`src/rtl/dldo_switch_driver.sv`:
```
// Segmented PMOS power-switch driver for the DLDO: thermometer MSBs with slew limiting,
// binary LSBs, limit-cycle lock monitor and FORCE_OFF shutdown. DWA rotation when DLDO_SWDRV_DWA_EN is defined.
module dldo_switch_driver #(
  parameter int WIDTH    = 14,
  parameter int MSB_BITS = 4,
  parameter int STEP_MAX = 2,
  parameter int WIN_LOG2 = 6,
  parameter int LOCK_REV = 8
) (
  input  logic                        CLKD,
  input  logic                        RST,
  input  logic [WIDTH-1:0]            CODE,
  input  logic                        FORCE_OFF,
  output logic [(2**MSB_BITS)-2:0]    THERM_GB,
  output logic [WIDTH-MSB_BITS-1:0]   BIN_GB,
  output logic [MSB_BITS-1:0]         THERM_CNT,
  output logic                        SLEWING,
  output logic                        LOCKED
);

  localparam int N_SEG = (2**MSB_BITS) - 1;
  localparam int LSB_W = WIDTH - MSB_BITS;
  localparam int CW    = MSB_BITS;
  localparam int SW    = MSB_BITS + 1;

  if (MSB_BITS < 1 || MSB_BITS >= WIDTH) begin : g_bad_msb
    $error("dldo_switch_driver: MSB_BITS out of range");
  end
  if (STEP_MAX < 1 || STEP_MAX > N_SEG) begin : g_bad_step
    $error("dldo_switch_driver: STEP_MAX out of range");
  end
  if (WIN_LOG2 < 1 || WIN_LOG2 > 16) begin : g_bad_win
    $error("dldo_switch_driver: WIN_LOG2 out of range");
  end
  if (LOCK_REV < 1 || LOCK_REV > 255) begin : g_bad_rev
    $error("dldo_switch_driver: LOCK_REV out of range");
  end

  typedef enum logic [1:0] {DIR_NONE, DIR_UP, DIR_DOWN} dir_e;

  logic [WIDTH-1:0]    s;
  logic [CW-1:0]       t;
  logic [CW-1:0]       c_q, c_d;
  logic [CW-1:0]       p_q, p_d;
  logic [SW-1:0]       diff, step;
  logic [N_SEG-1:0]    therm_q, therm_d;
  logic [LSB_W-1:0]    bin_q;
  logic                slew_q, locked_q;
  logic [WIDTH-1:0]    prev_s_q;
  dir_e                dir_q, ds_dir;
  logic [7:0]          rev_cnt_q, rev_inc;
  logic [WIN_LOG2-1:0] win_cnt_q;
  logic                reversal, win_wrap;
  int                  offs;

  assign s = ~CODE;
  assign t = s[WIDTH-1 -: MSB_BITS];

  // NOTE: every always_comb output gets a default first so no path can infer a latch.
  always_comb begin
    c_d  = c_q;
    p_d  = p_q;
    diff = '0;
    step = '0;
    if (FORCE_OFF) begin
      c_d = '0;
    end else if (t > c_q) begin
      diff = SW'(t) - SW'(c_q);
      step = (diff > SW'(STEP_MAX)) ? SW'(STEP_MAX) : diff;
      c_d  = c_q + step[CW-1:0];
    end else if (t < c_q) begin
      diff = SW'(c_q) - SW'(t);
      step = (diff > SW'(STEP_MAX)) ? SW'(STEP_MAX) : diff;
      c_d  = c_q - step[CW-1:0];
`ifdef DLDO_SWDRV_DWA_EN
      // Leaving segments come off the start of the window, so the pointer advances past them.
      p_d  = ((SW'(p_q) + step) >= SW'(N_SEG)) ? CW'(SW'(p_q) + step - SW'(N_SEG))
                                                : CW'(SW'(p_q) + step);
`endif
    end
`ifndef DLDO_SWDRV_DWA_EN
    p_d = '0;
`endif
  end

  // Segment i is on when its distance from P (mod N_SEG) falls below C.
  always_comb begin
    offs    = 0;
    therm_d = '1;
    for (int i = 0; i < N_SEG; i++) begin
      offs       = (i >= int'(p_d)) ? i - int'(p_d) : i + N_SEG - int'(p_d);
      therm_d[i] = (offs >= int'(c_d));
    end
  end

  always_comb begin
    if (s > prev_s_q)      ds_dir = DIR_UP;
    else if (s < prev_s_q) ds_dir = DIR_DOWN;
    else                   ds_dir = DIR_NONE;
    reversal = (ds_dir != DIR_NONE) && (dir_q != DIR_NONE) && (ds_dir != dir_q);
    rev_inc  = (reversal && rev_cnt_q != 8'hFF) ? rev_cnt_q + 8'd1 : rev_cnt_q;
    win_wrap = &win_cnt_q;
  end

  // NOTE: sequential state uses non-blocking assignments only, with the async reset in the sensitivity list.
  always_ff @(posedge CLKD or posedge RST) begin
    if (RST) begin
      c_q       <= '0;
      p_q       <= '0;
      therm_q   <= '1;
      bin_q     <= '1;
      slew_q    <= 1'b0;
      locked_q  <= 1'b0;
      prev_s_q  <= '0;
      dir_q     <= DIR_NONE;
      rev_cnt_q <= '0;
      win_cnt_q <= '0;
    end else begin
      c_q     <= c_d;
      p_q     <= p_d;
      therm_q <= therm_d;
      if (FORCE_OFF) begin
        bin_q     <= '1;
        slew_q    <= 1'b0;
        locked_q  <= 1'b0;
        dir_q     <= DIR_NONE;
        rev_cnt_q <= '0;
        win_cnt_q <= '0;
      end else begin
        bin_q     <= CODE[LSB_W-1:0];
        slew_q    <= (c_d != t);
        prev_s_q  <= s;
        if (ds_dir != DIR_NONE) dir_q <= ds_dir;
        win_cnt_q <= win_cnt_q + 1'b1;
        // A reversal on the closing edge belongs to the window being judged.
        if (win_wrap) begin
          locked_q  <= (rev_inc >= 8'(LOCK_REV));
          rev_cnt_q <= '0;
        end else begin
          rev_cnt_q <= rev_inc;
        end
      end
    end
  end

  assign THERM_GB  = therm_q | {N_SEG{FORCE_OFF}};
  assign BIN_GB    = bin_q | {LSB_W{FORCE_OFF}};
  assign THERM_CNT = c_q;
  assign SLEWING   = slew_q;
  assign LOCKED    = locked_q;

endmodule

```
`config.mk`:
```
export PLATFORM = sky130hd
export DESIGN_NAME = dldo_switch_driver
export DESIGN_NICKNAME = d
export VERILOG_FILES = /design/src/rtl/dldo_switch_driver.sv
export SDC_FILE = /design/constraint.sdc
export NUM_CORES = 1
export LEC_CHECK = 0
export ABC_AREA = 1
export CAP_MARGIN = 20
export CORE_ASPECT_RATIO = 0.8
export CORE_UTILIZATION = 35
export CTS_CLUSTER_DIAMETER = 200
export DETAILED_ROUTE_END_ITERATION = 7
export GPL_TIMING_DRIVEN = 0
export PLACE_DENSITY = 0.63
export SYNTH_ARGS = -nofsm -noshare
export SYNTH_HDL_FRONTEND = slang
export SYNTH_SLANG_ARGS = --single-unit
```
`constraint.sdc`:
```
create_clock -name CLKD -period 2.9 [get_ports CLKD]
set_clock_uncertainty 0.05 [all_clocks]
set_input_delay 0.87 -clock CLKD [delete_from_list [all_inputs] [get_ports CLKD]]
set_output_delay 0.87 -clock CLKD [all_outputs]
set_load 0.02 [all_outputs]
```
# Word level (Yosys, flattened, before mapping)
# Cells that the tools add are included.
[op_classes]
magnitude_cmp = 22
add_sub_neg = 6
reduce_logical = 8
n_mux = 17
n_bitwise = 3
n_eq_ne = 3
[op_table]
columns = ["cell", "n"]
rows = [
  ["$ge A4 B4 Y1 const A", 7],
  ["$mux W8", 3],
  ["$mux W4", 5],
  ["$ge A3 B4 Y1 const A", 4],
  ["$or A15 B15 Y15", 1],
  ["$gt A14 B14 Y1", 1],
  ["$lt A14 B14 Y1", 1],
  ["$not A14 Y14", 1],
  ["$gt A5 B2 Y1 const B", 2],
  ["$mux W10", 1],
  ["$or A10 B10 Y10", 1],
  ["$sub A4 B4 Y5", 2],
  ["$add A8 B1 Y8 const B", 1],
  ["$ge A1 B4 Y1 const A", 2],
  ["$ge A2 B4 Y1 const A", 2],
  ["$ge A8 B4 Y1 const B", 1],
  ["$mux W2", 4],
  ["$ne A8 B8 Y1 const B", 1],
  ["$reduce_bool A2 Y1", 4],
  ["$add A6 B1 Y6 const B", 1],
  ["$mux W6", 1],
  ["$reduce_and A6 Y1", 1],
  ["$add A4 B4 Y4", 1],
  ["$gt A4 B4 Y1", 1],
  ["other kinds (6)", 10],
]
[totals]
input_bits = 17
out_inout_bits = 31
reg_bits = 61

# Logic depth before layout (Yosys ltp)
# Gate-level depths: netlist of run 1.
[depth]
ltp_word = 12
depth_mapped = 26

# Worst setup path after synthesis of run 1
# OpenSTA, ideal clock, no wires.
[synth_path]
kind = "input port to flip-flop"
startpoint = "input CODE[10]"
endpoint = "register slew_q (netlist: SLEWING)"
slack_ns = -0.696
arrival_time_ns = 3.429
stages = 25
path_buffers = 0
cell_sequence = "inv_1 ha_1 fa_1 inv_1 nand2_1 nand3_1 nor2_2 nand3_1 nor2_1 inv_1 fa_1 inv_1 nand2_1 nand2_1 nand4_1 nand2_2 nand3_4 nand2_1 nand2_1 nor2_1 nand2_1 nor2_1 nand2_1 nand2_1 nand2_1"
[synth_between]
elab_chain_cells = 10
elab_cells_between_ends = 16
classes_between = "4 x add/sub; 4 x order compare; 1 x eq/ne; 6 x mux; 1 x bitwise"
[synth_lines]
columns = ["element", "line_no", "text"]
rows = [
  ["start: declaration", "12", "input logic [WIDTH-1:0] CODE,"],
  ["$not A14 Y14 *", "56", "assign s = ~CODE;"],
  ["$sub A4 B4 Y5", "72", "diff = SW'(c_q) - SW'(t);"],
  ["$gt A5 B2 Y1", "73", "step = (diff > SW'(STEP_MAX)) ? SW'(STEP_MAX) : diff;"],
  ["$mux W4", "73", ""],
  ["$sub A4 B4 Y4", "74", "c_d = c_q - step[CW-1:0];"],
  ["$mux W4", "71", "end else if (t < c_q) begin"],
  ["$mux W4", "67", "end else if (t > c_q) begin"],
  ["$mux W4", "65", "if (FORCE_OFF) begin"],
  ["$ne A4 B4 Y1 *", "131", "slew_q <= (c_d != t);"],
  ["$mux W1 *", "122", "if (FORCE_OFF) begin"],
  ["end signal: assignment", "131", ""],
  ["end: declaration", "48", "logic slew_q, locked_q;"],
]
# Every way passes the cells marked *; elsewhere a longest branch is shown, timed or not.
# A chain may end at the register's enable or synchronous reset.

# Final worst setup path of run 1
[layout_path]
startpoint = "input CODE[10]"
endpoint = "register slew_q (netlist: SLEWING)"
[layout_between]
elab_chain_cells = 10
elab_cells_between_ends = 16
classes_between = "4 x add/sub; 4 x order compare; 1 x eq/ne; 6 x mux; 1 x bitwise"
[layout_lines]
columns = ["element", "line_no", "text"]
rows = [
  ["$not A14 Y14 *", "56", ""],
  ["net s[10]", "41", "logic [WIDTH-1:0] s;"],
  ["$sub A4 B4 Y5", "72", ""],
  ["$gt A5 B2 Y1", "73", ""],
  ["$mux W4", "73", ""],
  ["$sub A4 B4 Y4", "74", ""],
  ["$mux W4", "71", ""],
  ["$mux W4", "67", ""],
  ["$mux W4", "65", ""],
  ["$ne A4 B4 Y1 *", "131", ""],
  ["$mux W1 *", "122", ""],
]
# Mark *: on every way through the listed nets, which the timed path passes. The rest lies on a longest branch.

==> summary.md, run 1 <==
| Metric | Value |
|---|---|
| Status | `finished with violations` |
| Violated checks | `negative setup slack` |
| Core Box Area | `10400 um2` |
| Post-synthesis compound-gate area fraction | `0.0613` |
| Boundary pin count | `48` |
| CP max-delay cell | `fa_1` |
| Routed WL | `9140 um` |
| Setup WS post-layout | `-561 ps` |
| Post-Synthesis Cells | `around 480` |
| Req. time, crit path | `3070 ps` |
| Commonest cells after routing, fill and taps aside | `nand2_1, inv_1, buf_4` |
| Global-route wire length before repair | `15100 um` |
| RSZ-0062 raised after global routing | `yes` |
| Fraction of layout cells with a size suffix above 1 | `0.391` |
| Fmax | `between 200 and 300 MHz` |
| Placement Cell Area | `4580 um2` |
| Largest net degree at the start of global routing | `40` |
| Worst Hold Margin | `400 ps` |
| Async S/R FF share, synth | `1.00` |
| DIE HEIGHT | `95.7 um` |
| Synth cell types | `32` |
| Worst-Skew Late Latency | `330 ps` |
| Slowest stage delay, CP | `560 ps` |
| Multiplexer share of the synthesized area | `0` |
| Post-synthesis simple-gate area fraction | `0.300` |
| Static Leak | `2.68 nW` |
| Setup TNS | `-6760 ps` |
| CP Capture Type | `flip-flop` |
| Syn nets | `528` |
| DPL Wire Length | `6250 um` |
| P per Cell Area | `roughly 840 nW/um2` |
| Multi-input logic area | `approximately 2200 um2` |
| Most common cell after layout, fill and taps aside | `nand2_1` |
| Most used cell along the critical path | `nand2_1` |
| Remaining global-route overflow | `0` |
| Die area | `11400 um2` |
| Clock transition at path regs | `roughly 50 ps` |
| ANT cells | `0` |
| Final period util | `1.19` |
| Area of the mapped netlist | `around 3800 um2` |
| FF/Latch Area | `between 1500 and 2000 um2` |
| CTS tree | `yes` |
| Place WS | `-1730 ps` |
| Hold_buf cts | `0` |
| TritonCTS Buffers | `9` |
| Area growth, synth to finish | `45.1%` |
| Die width | `approximately 120 um` |
| Ys flop type | `dfrtp_1` |
| Initial antenna violation count | `0` |
| Fin crit period | `3460 ps` |
| Antenna Nets Post-Route | `0` |
| Total Routing Usage GR | `0.174` |
| Measured slew at the worst slew-check pin | `approximately 500 ps` |
| DR WL/cell | `12.6 um` |
| Initial Util | `0.367` |
| Seq/Total Area, Yosys | `0.406` |
| H-tree Lvls | `3` |
| Crit path DAT | `3630 ps` |
| Worst setup SP type | `input pin` |
| Vias in the first global route | `approximately 3300` |
| CTS sink cnt | `61` |
| Port bufs | `47` |
| Post-Synth Adder-Cell Area | `0.112` |
| Placer Congestion | `approximately 0.86` |
| Drt pass-1 iters | `6` |
| Number of enable flip-flop cells after synthesis | `0` |
| Clk root buf | `clkbuf_16` |
| Overall Power | `0.00468 W` |
| Worst Hold Class | `flip-flop to flip-flop` |
| Final #Nets | `around 630` |
| Ys Warns | `0` |
| Syn Area/Cell | `8.01 um2` |
| Design area | `~5600 um2` |
| Initial drt markers | `between 150 and 200` |
| Max-cap violations | `0` |
| CP Cell Sequence | `buf_12 > inv_12 > ha_4 > fa_1 > inv_2 > nand2_2 > nand3_2 > nor2_4 > nand3_2 > nor2_4 > inv_2 > fa_2 > inv_2 > nand4_1 > nand2_2 > nand3_4 > nand2_1 > nand2_1 > nor2_4 > nand2_1 > nor2_1 > nand2_1 > nand2_1 > nand2_1` |
| Worst VDD drop | `449 uV` |
| Largest family of logic cells by synthesized area | `simple AND/OR/NAND/NOR gates` |
| Xor/xnor cell area share of the yosys netlist | `0.0137` |
| Vias/cell | `between 4 and 5` |
| Vias | `~3400` |
| #FFs+latches synth | `61` |
| Slew headroom | `0.665` |
| Slew Viols, Final | `0` |
| Setup Viol. Count Final | `20` |
| Fill cell count | `941` |
| Longest Clk Path Bufs | `2` |
| Final Hold Viols | `0` |
| Row cnt | `33` |
| Crit Path Category | `input pin to flip-flop` |
| Crit-path max FO | `4` |
| Residual DRC count | `0` |
-- what timing repair did --
action	CTS	global route
buffers inserted	105	14
pin swaps	26	27
gates resized for setup	145	36
hold endpoints to repair	0	0
endpoints found under the setup margin	50	22
-- Yosys cell counts, types with 2 or more instances --
| cell | number | share of area |
|---|---|---|
| nand3_2 | 3 | 0.0078 |
| inv_2 | 3 | 0.0029 |
| a21oi_1 | 16 | 0.021 |
| o21ai_0 | 23 | 0.030 |
| nor2_1 | 35 | 0.034 |
| o21ai_1 | 2 | 0.0026 |
| dfrtp_1 | 36 | 0.23 |
| nand3_4 | 6 | 0.027 |
| nand2_2 | 11 | 0.018 |
| nand3_1 | 15 | 0.020 |
| ha_1 | 28 | 0.091 |
| conb_1 | 2 | 0.0020 |
| nand2_1 | 115 | 0.11 |
| dfstp_2 | 25 | 0.17 |
| nor2_2 | 2 | 0.0033 |
| nand4_1 | 12 | 0.020 |
| buf_6 | 2 | 0.0059 |
| nor3_1 | 4 | 0.0052 |
| xor2_1 | 6 | 0.014 |
| clkbuf_1 | 5 | 0.0049 |
| or2_2 | 27 | 0.044 |
| inv_1 | 88 | 0.086 |
| fa_1 | 4 | 0.021 |
-- layer usage --
| metal | GRT usage | vias to the layer above | routed length (um) |
|---|---|---|---|
| li1 | - | 1690 | - |
| met4 | 0.0675 | 0 | 228 |
| met5 | 0 | - | 0 |
| met1 | 0.231 | 1578 | 4450 |
| met2 | 0.267 | 90 | 4000 |
| met3 | 0.0490 | 19 | 463 |
-- report_power, final --
group	leakage, nW	switching (W)	total (W)	internal (W)
registers	0.722	0.0000799	0.00114	0.00106
logic	1.80	0.00133	0.00237	0.00104
clock network	0.163	0.000374	0.00117	0.000795
total	2.68	0.00179	0.00468	0.00290
-- cell type report --
class,count,share of cell area
sequential,61,0.280
buffer,8,0.0130
inverter,92,0.0703
clock buffer,12,0.0461
tap,140,0.0315
timing repair buffer,91,0.157
multi-input combinational,317,0.390
clock inverter,4,0.0126
-- stage by stage --
step / instances / utilization
final: 725 / 0.533
after CTS: 716 / 0.516
after detailed placement: 667 / 0.439
after global routing: 725 / 0.533
after floorplan: 479 / -
after global placement: 666 / 0.437
-- state kept, by name, indices dropped and copies added (netlist names) --
register and count:
LOCKED 1, SLEWING 1, THERM_CNT 4, bin_q 10
dir_q 2, prev_s_q 14, rev_cnt_q 8, therm_q 15
win_cnt_q 6
-- kinds of logic (layout without fill, tap and decap cells) --
group           Yosys count  count (layout)
compound gates           44              44
xor+xnor                  6               6
fa+ha+maj                32              32
buf+inv                 101             207
flops                    61              61
other cells               2               2
simple gates            233             233
-- worst max-delay path: cells and delay by family --
kind / cells / cell delay [ps]
AND/OR/NAND/NOR: 16 / 1310
adder cells (fa/ha/maj): 3 / 1150
buffers and inverters: 5 / 280
-- worst paths after layout --
| path | startpoint | to | slack [ps] | cells after the start |
|---|---|---|---|---|
| worst max-delay path | CODE[10] | SLEWING$_DFF_PP0_ | -560 | 24 |
| worst min-delay path | win_cnt_q[0]$_DFF_PP0_ | win_cnt_q[0]$_DFF_PP0_ | 400 | 1 |
| worst max register to register | THERM_CNT[0]$_DFF_PP0_ | SLEWING$_DFF_PP0_ | -470 | 23 |
| worst min register to register | win_cnt_q[0]$_DFF_PP0_ | win_cnt_q[0]$_DFF_PP0_ | 400 | 1 |
| max in group asynchronous | RST | bin_q[2]$_DFF_PP1_ | 1320 | 3 |
| min in group asynchronous | RST | prev_s_q[13]$_DFFE_PP0N_ | 840 | 2 |
Note: power is estimated with default switching activity, not from simulation.
==> run 2, diff against run 1 <==
--- a/config.mk
+++ b/config.mk
@@ -12,7 +12,7 @@
 export CTS_CLUSTER_DIAMETER = 200
 export DETAILED_ROUTE_END_ITERATION = 7
 export GPL_TIMING_DRIVEN = 0
-export PLACE_DENSITY = 0.63
+export PLACE_DENSITY = 0.56
 export SYNTH_ARGS = -nofsm -noshare
 export SYNTH_HDL_FRONTEND = slang
 export SYNTH_SLANG_ARGS = --single-unit
==> constraint.sdc (replaced) <==
create_clock -name CLKD -period 4 [get_ports CLKD]
set_clock_uncertainty 0.05 [all_clocks]
set_input_delay 1.2 -clock CLKD [delete_from_list [all_inputs] [get_ports CLKD]]
set_output_delay 1.2 -clock CLKD [all_outputs]
set_load 0.02 [all_outputs]
==> run 2 against run 1 <==
  * The flow now finishes without violations
  * Die area is the same
  * Routed wire length fell by 4.6%
  * Register-to-register slack better by 1000 ps
  * Non-clock buffer count shrank 33
  * Final area shrank 12%
  * Core utilization decreased by 6.1 points
  * Clock-buffer cell count did not move
  * Largest power group unchanged
  * Highest routed layer unchanged
==> summary.md, run 2 (synthesis gave the netlist of run 1 again) <==
| Metric | Value |
|---|---|
| H-tree Lvls | `3 (unchanged)` |
| Largest net degree at the start of global routing | `39 (was 40)` |
| Die width | `119 um (unchanged)` |
| CTS tree | `yes (unchanged)` |
| Die area | `11400 um2 (unchanged)` |
| Measured slew at the worst slew-check pin | `825 ps (was 502 ps)` |
| DR WL/cell | `12.6 um (about the same)` |
| Worst Hold Margin | `398 ps (was 400 ps)` |
| Fraction of layout cells with a size suffix above 1 | `0.245 (was 0.391)` |
| Placer Congestion | `0.875 (was 0.865)` |
| Worst VDD drop | `314 uV (was 449 uV)` |
| Req. time, crit path | `4170 ps (was 3070 ps)` |
| Status | `finished clean (was finished with violations)` |
| CP Capture Type | `flip-flop (unchanged)` |
| Setup Viol. Count Final | `0 (was 20)` |
| Fill cell count | `1035 (was 941)` |
| Vias | `3131 (was 3377)` |
| Largest regs | `therm_q: 15 flops, prev_s_q: 14 flops, bin_q: 10 flops (unchanged)` |
| Initial antenna violation count | `0 (unchanged)` |
| Clk root buf | `clkbuf_16 (unchanged)` |
| ANT cells | `0 (unchanged)` |
| TritonCTS Buffers | `9 (unchanged)` |
| DPL Wire Length | `6550 um (was 6250 um)` |
| Multi-input logic area | `1950 um2 (was 2170 um2)` |
| Clock transition at path regs | `50 ps (about the same)` |
| Longest Clk Path Bufs | `2 (unchanged)` |
| Hold_buf cts | `0 (unchanged)` |
| Setup WS post-layout | `165 ps (was -561 ps)` |
| Layout Utilization | `0.472 (was 0.533)` |
| Final #Nets | `596 (was 629)` |
| Cell count of the worst reg-to-reg path | `21 (was 23)` |
| Crit-path max FO | `5 (was 4)` |
| Placement Cell Area | `4510 um2 (was 4580 um2)` |
| Worst Hold Class | `flip-flop to flip-flop (unchanged)` |
| Top reg by flops | `therm_q (unchanged)` |
| Antenna Nets Post-Route | `0 (unchanged)` |
| Row cnt | `33 (unchanged)` |
| Residual DRC count | `0 (unchanged)` |
| Internal reg-to-reg setup slack | `570 ps (was -470 ps)` |
| Crit path DAT | `4000 ps (was 3630 ps)` |
| Most common cell after layout, fill and taps aside | `nand2_1 (unchanged)` |
| DIE HEIGHT | `95.7 um (unchanged)` |
| Worst setup SP type | `input pin (unchanged)` |
| Drt pass-1 iters | `4 (was 6)` |
| Boundary pin count | `48 (unchanged)` |
| Core Box Area | `10400 um2 (unchanged)` |
| Max reg flops | `15 (unchanged)` |
| Global-route wire length before repair | `14400 um (was 15100 um)` |
| Worst Setup SP | `CODE[10] (unchanged)` |
| P per Cell Area | `581 nW/um2 (was 840 nW/um2)` |
| Design area | `4930 um2 (was 5570 um2)` |
| Total Routing Usage GR | `0.167 (was 0.174)` |
| Initial drt markers | `150 (was 173)` |
| Slew Viols, Final | `0 (unchanged)` |
| Vias in the first global route | `2942 (was 3261)` |
| End of the worst register-to-register path | `SLEWING$_DFF_PP0_ (unchanged)` |
| Final period util | `0.959` |
| FF/Latch Area | `1560 um2 (about the same)` |
| Final Hold Viols | `0 (unchanged)` |
| Routed WL | `8730 um (was 9140 um)` |
| Vias/cell | `4.52 (was 4.66)` |
| Remaining global-route overflow | `0 (unchanged)` |
| Port bufs | `47 (unchanged)` |
| Fin crit period | `approximately 3800 ps` |
| Static Leak | `2.43 nW (was 2.68 nW)` |
| Slew headroom | `0.449 (was 0.665)` |
| CTS sink cnt | `61 (unchanged)` |
| FF-to-FF Start | `THERM_CNT[1]$_DFF_PP0_ (was THERM_CNT[0]$_DFF_PP0_)` |
| Overall Power | `0.00286 W (was 0.00468 W)` |
| Initial Util | `0.367 (unchanged)` |
| Worst-Skew Late Latency | `330 ps (about the same)` |
| Crit Path Category | `input pin to flip-flop (unchanged)` |
| Fmax | `261 MHz` |
| Max-cap violations | `0 (unchanged)` |
| Critical Path Sink | `SLEWING$_DFF_PP0_ (unchanged)` |
| Place WS | `-1080 ps (was -1730 ps)` |
| Area growth, synth to finish | `28.4% (was 45.1%)` |
| Commonest cells after routing, fill and taps aside | `nand2_1, inv_1, dfrtp_1 (was nand2_1, inv_1, buf_4)` |
run 2: cell types whose count changed in the layout (fill, tap and decap cells not counted), sizes merged:
cell | before | now
buf | 51 | 16
clkdlybuf4s15 | 16 | 0
clkdlybuf4s50 | 17 | 27
dlygate4sd2 | 10 | 16
clkbuf | 17 | 19
bufinv | 2 | 1
inv | 91 | 92
run 2: final cells by class:
cell class                 instances  area share
buffer                             9      0.0132
clock buffer                      12      0.0500
clock inverter                     4     0.00965
inverter                          92      0.0711
multi-input combinational        317       0.396
sequential                        61       0.316
tap                              140      0.0355
timing repair buffer              57       0.109
run 2: worst max-delay path, stage by stage:
cell and delay, ps:
buf_8 90, inv_4 50, ha_4 160, fa_1 560, inv_2 50, nand2_2 50, nand3_2 80, nor2_4 140
nand4_1 140, inv_1 120, fa_2 440, inv_1 80, nand4_1 110, nand2_2 110, nand3_4 60, nand2_1 60
nand2_1 50, nor2_1 90, nand2_1 60, nor2_1 100, nand2_1 80, nand2_1 60, nand2_1 40
run 2: per-layer routing:
metal	vias to the layer above	wire, um	GRT usage
met1	1437	4630	0.243
met4	0	107	0.0570
met5	-	0	0
met2	69	3550	0.242
met3	11	443	0.0359
li1	1614	-	-
run 2: how the worst min path moves through the flow:
| stage | start | endpoint | slack (ps) | cells after the start |
|---|---|---|---|---|
| 2_1_floorplan | win_cnt_q[0]$_DFF_PP0_ | win_cnt_q[0]$_DFF_PP0_ | 370 | 1 |
| 3_3_place_gp | win_cnt_q[0]$_DFF_PP0_ | win_cnt_q[0]$_DFF_PP0_ | 390 | 1 |
| 3_5_place_dp | win_cnt_q[0]$_DFF_PP0_ | win_cnt_q[0]$_DFF_PP0_ | 390 | 1 |
| 4_1_cts | win_cnt_q[0]$_DFF_PP0_ | win_cnt_q[0]$_DFF_PP0_ | 400 | 1 |
| 5_1_grt | win_cnt_q[0]$_DFF_PP0_ | win_cnt_q[0]$_DFF_PP0_ | 420 | 1 |
| 6_report | win_cnt_q[0]$_DFF_PP0_ | win_cnt_q[0]$_DFF_PP0_ | 400 | 1 |
run 2: stage by stage:
stage | TNS [ps] | cells
after floorplan | 0 | 479
after global placement | -19600 | 666
after detailed placement | -19230 | 667
after CTS | -4.41 | 685
after global routing | -16.2 | 692
final | 0 | 692
run 2: repair_timing:
item                       CTS  global route
setup buffers                2             7
setup endpoints to repair   44            14
cloned                       0             0
gates resized for setup     43            19
pin swaps                    3            15
run 2: power breakdown:
group | switching [W] | internal (W)
Clock | 0.000271 | 0.000497
Combinational | 0.000785 | 0.000483
Sequential | 0.0000601 | 0.000769
==> run 3, diff against run 2 <==
==> constraint.sdc (replaced) <==
create_clock -name CLKD -period 4 [get_ports CLKD]
set_clock_uncertainty 0.05 [all_clocks]
set_input_delay 0.8 -clock CLKD [delete_from_list [all_inputs] [get_ports CLKD]]
set_output_delay 0.8 -clock CLKD [all_outputs]
set_load 0.02 [all_outputs]
==> run 3 against run 2 <==
  * Total power down 3.0%
  * Register-to-register slack worse by 200 ps
  * Core utilization down 0.89 points
==> summary.md, run 3 (synthesis gave the netlist of run 1 again) <==
| Metric | Value |
|---|---|
| Status | `finished clean (unchanged)` |
| TritonCTS Buffers | `9 (unchanged)` |
| Worst Setup SP | `CODE[10] (unchanged)` |
| Measured slew at the worst slew-check pin | `823 ps (was 825 ps)` |
| CTS sink cnt | `61 (unchanged)` |
| Cell count of the worst reg-to-reg path | `24 (was 21)` |
| Initial antenna violation count | `0 (unchanged)` |
| Design area | `4840 um2 (was 4930 um2)` |
| Slew headroom | `0.450 (was 0.449)` |
| Vias | `3096 (was 3131)` |
| Multi-input logic area | `1900 um2 (was 1950 um2)` |
| Setup Viol. Count Final | `0 (unchanged)` |
| Max-cap violations | `0 (unchanged)` |
| Worst-Skew Late Latency | `330 ps (about the same)` |
| P per Cell Area | `575 nW/um2 (was 581 nW/um2)` |
| Most common cell after layout, fill and taps aside | `nand2_1 (unchanged)` |
| Die area | `11400 um2 (unchanged)` |
| Longest Clk Path Bufs | `2 (unchanged)` |
| Final #Nets | `589 (was 596)` |
| Place WS | `-676 ps (was -1080 ps)` |
| Worst Hold Class | `flip-flop to flip-flop (unchanged)` |
| Fraction of layout cells with a size suffix above 1 | `0.206 (was 0.245)` |
| Die width | `119 um (unchanged)` |
| Clk root buf | `clkbuf_16 (unchanged)` |
| Port bufs | `47 (unchanged)` |
| Worst VDD drop | `329 uV (was 314 uV)` |
| RSZ-0062 raised after global routing | `no` |
| End of the worst register-to-register path | `SLEWING$_DFF_PP0_ (unchanged)` |
| Largest net degree at the start of global routing | `39 (unchanged)` |
| Placement Cell Area | `4510 um2 (unchanged)` |
| Hold_sp | `win_cnt_q[0]$_DFF_PP0_ (unchanged)` |
| Final Hold Viols | `0 (unchanged)` |
| Top reg by flops | `therm_q (unchanged)` |
| Static Leak | `2.41 nW (was 2.43 nW)` |
| Boundary pin count | `48 (unchanged)` |
| Req. time, crit path | `4170 ps (about the same)` |
| Fill cell count | `1032 (was 1035)` |
| Initial Util | `0.367 (unchanged)` |
| Clock transition at path regs | `50 ps (about the same)` |
| Fin crit period | `3750 ps (was 3830 ps)` |
| Slowest stage delay, CP | `500 ps (was 560 ps)` |
| DR WL/cell | `12.5 um (was 12.6 um)` |
| FF-to-FF Start | `THERM_CNT[1]$_DFF_PP0_ (unchanged)` |
| Crit Path Category | `input pin to flip-flop (unchanged)` |
| Slew Viols, Final | `0 (unchanged)` |
| DPL Wire Length | `6550 um (unchanged)` |
| Global-route wire length before repair | `14400 um (about the same)` |
| CP max-delay cell | `fa_1 (unchanged)` |
| Worst setup SP type | `input pin (unchanged)` |
| Remaining global-route overflow | `0 (unchanged)` |
| Row cnt | `33 (unchanged)` |
| Area growth, synth to finish | `26.0% (was 28.4%)` |
| Largest regs | `therm_q: 15 flops, prev_s_q: 14 flops, bin_q: 10 flops (unchanged)` |
| CP Capture Type | `flip-flop (unchanged)` |
| Vias in the first global route | `2944 (was 2942)` |
| Drt pass-1 iters | `4 (unchanged)` |
| Hold Path End | `win_cnt_q[0]$_DFF_PP0_ (unchanged)` |
| Setup WS post-layout | `249 ps (was 165 ps)` |
| Placer Congestion | `0.875 (unchanged)` |
| Hold Path Depth | `1 (unchanged)` |
| Max reg flops | `15 (unchanged)` |
| Internal reg-to-reg setup slack | `370 ps (was 570 ps)` |
| Crit path DAT | `3920 ps (was 4000 ps)` |
| Total Routing Usage GR | `0.166 (was 0.167)` |
| Fmax | `267 MHz (was 261 MHz)` |
| ANT cells | `0 (unchanged)` |
| Crit-path max FO | `6 (was 5)` |
| Initial drt markers | `160 (was 150)` |
| FF/Latch Area | `1560 um2 (unchanged)` |
| Core Box Area | `10400 um2 (unchanged)` |
| Antenna Nets Post-Route | `0 (unchanged)` |
| DIE HEIGHT | `95.7 um (unchanged)` |
| Commonest cells after routing, fill and taps aside | `nand2_1, inv_1, clkdlybuf4s50_1 (was nand2_1, inv_1, dfrtp_1)` |
| Residual DRC count | `0 (unchanged)` |
| H-tree Lvls | `3 (unchanged)` |
| Setup TNS | `0 ps (unchanged)` |
| CTS tree | `yes (unchanged)` |
| Vias/cell | `4.52 (about the same)` |
| Final period util | `0.938 (was 0.959)` |
| Most used cell along the critical path | `nand2_1 (unchanged)` |
| Routed WL | `8560 um (was 8730 um)` |
==> run 3: cell types whose count changed in the layout (fill, tap and decap cells not counted), moves of 3 or more <==
| cell | delta |
|---|---|
| clkbuf_4 | -3 |
| nand2_2 | -4 |
| clkdlybuf4s50_1 | +16 |
| dlygate4sd2_1 | -16 |
| clkbuf_1 | +3 |
| buf_4 | -7 |
| nand2_1 | +4 |
==> run 3: worst max-delay path by stage <==
stage | cells after the start | endpoint | slack (ps)
after floorplan | 25 | SLEWING$_DFF_PP0_ | 470
after global placement | 26 | SLEWING$_DFF_PP0_ | -660
after detailed placement | 26 | SLEWING$_DFF_PP0_ | -680
after CTS | 27 | SLEWING$_DFF_PP0_ | 50
after global routing | 26 | SLEWING$_DFF_PP0_ | 6
final | 26 | SLEWING$_DFF_PP0_ | 250
==> run 3: per-stage QoR <==
step | cells | utilization | hold WS [ps] | total power [W]
2_1_floorplan | 479 | - | 375 | 0.00166
3_3_place_gp | 666 | 0.429 | 393 | 0.00197
3_5_place_dp | 667 | 0.432 | 394 | 0.00199
4_1_cts | 683 | 0.461 | 401 | 0.00278
5_1_grt | 685 | 0.463 | 422 | 0.00298
6_report | 685 | 0.463 | 398 | 0.00278
==> run 3: routing by layer <==
layer | routed length [um] | GRT usage | vias to the layer above | share of wire
li1 | - | - | 1603 | -
met1 | 4640 | 0.241 | 1418 | 0.54
met5 | 0 | 0 | - | 0
met3 | 357 | 0.0359 | 8 | 0.042
met2 | 3480 | 0.243 | 67 | 0.41
met4 | 87 | 0.0570 | 0 | 0.010
==> run 3: where the power goes <==
| group | internal, W | total, W | switching (W) |
|---|---|---|---|
| logic | 0.000441 | 0.00119 | 0.000747 |
| registers | 0.000769 | 0.000830 | 0.0000609 |
| clock network | 0.000497 | 0.000762 | 0.000265 |
| total | 0.00171 | 0.00278 | 0.00107 |
==> run 3: layout make-up <==
type / count / share of cell area
Multi-Input combinational cell: 317 / 0.393
Sequential cell: 61 / 0.322
Timing Repair Buffer: 50 / 0.105
Inverter: 92 / 0.0719
Clock buffer: 12 / 0.0510
Tap cell: 140 / 0.0362
Buffer: 9 / 0.0111
Clock inverter: 4 / 0.00983
==> run 3: critical path, delay by kind of cell <==
family / cells / cell delay (ps)
buffers and inverters: 5 / 440
and+or+nand+nor: 18 / 1530
adders and majority gates: 3 / 1140
==> run 3: what timing repair did <==
item	4_1_cts	5_1_grt
endpoints found under the hold margin	0	0
pin swaps	0	2
resized for setup	6	10
setup endpoints to repair	10	3
hold buffers	0	0
setup buffers	0	2
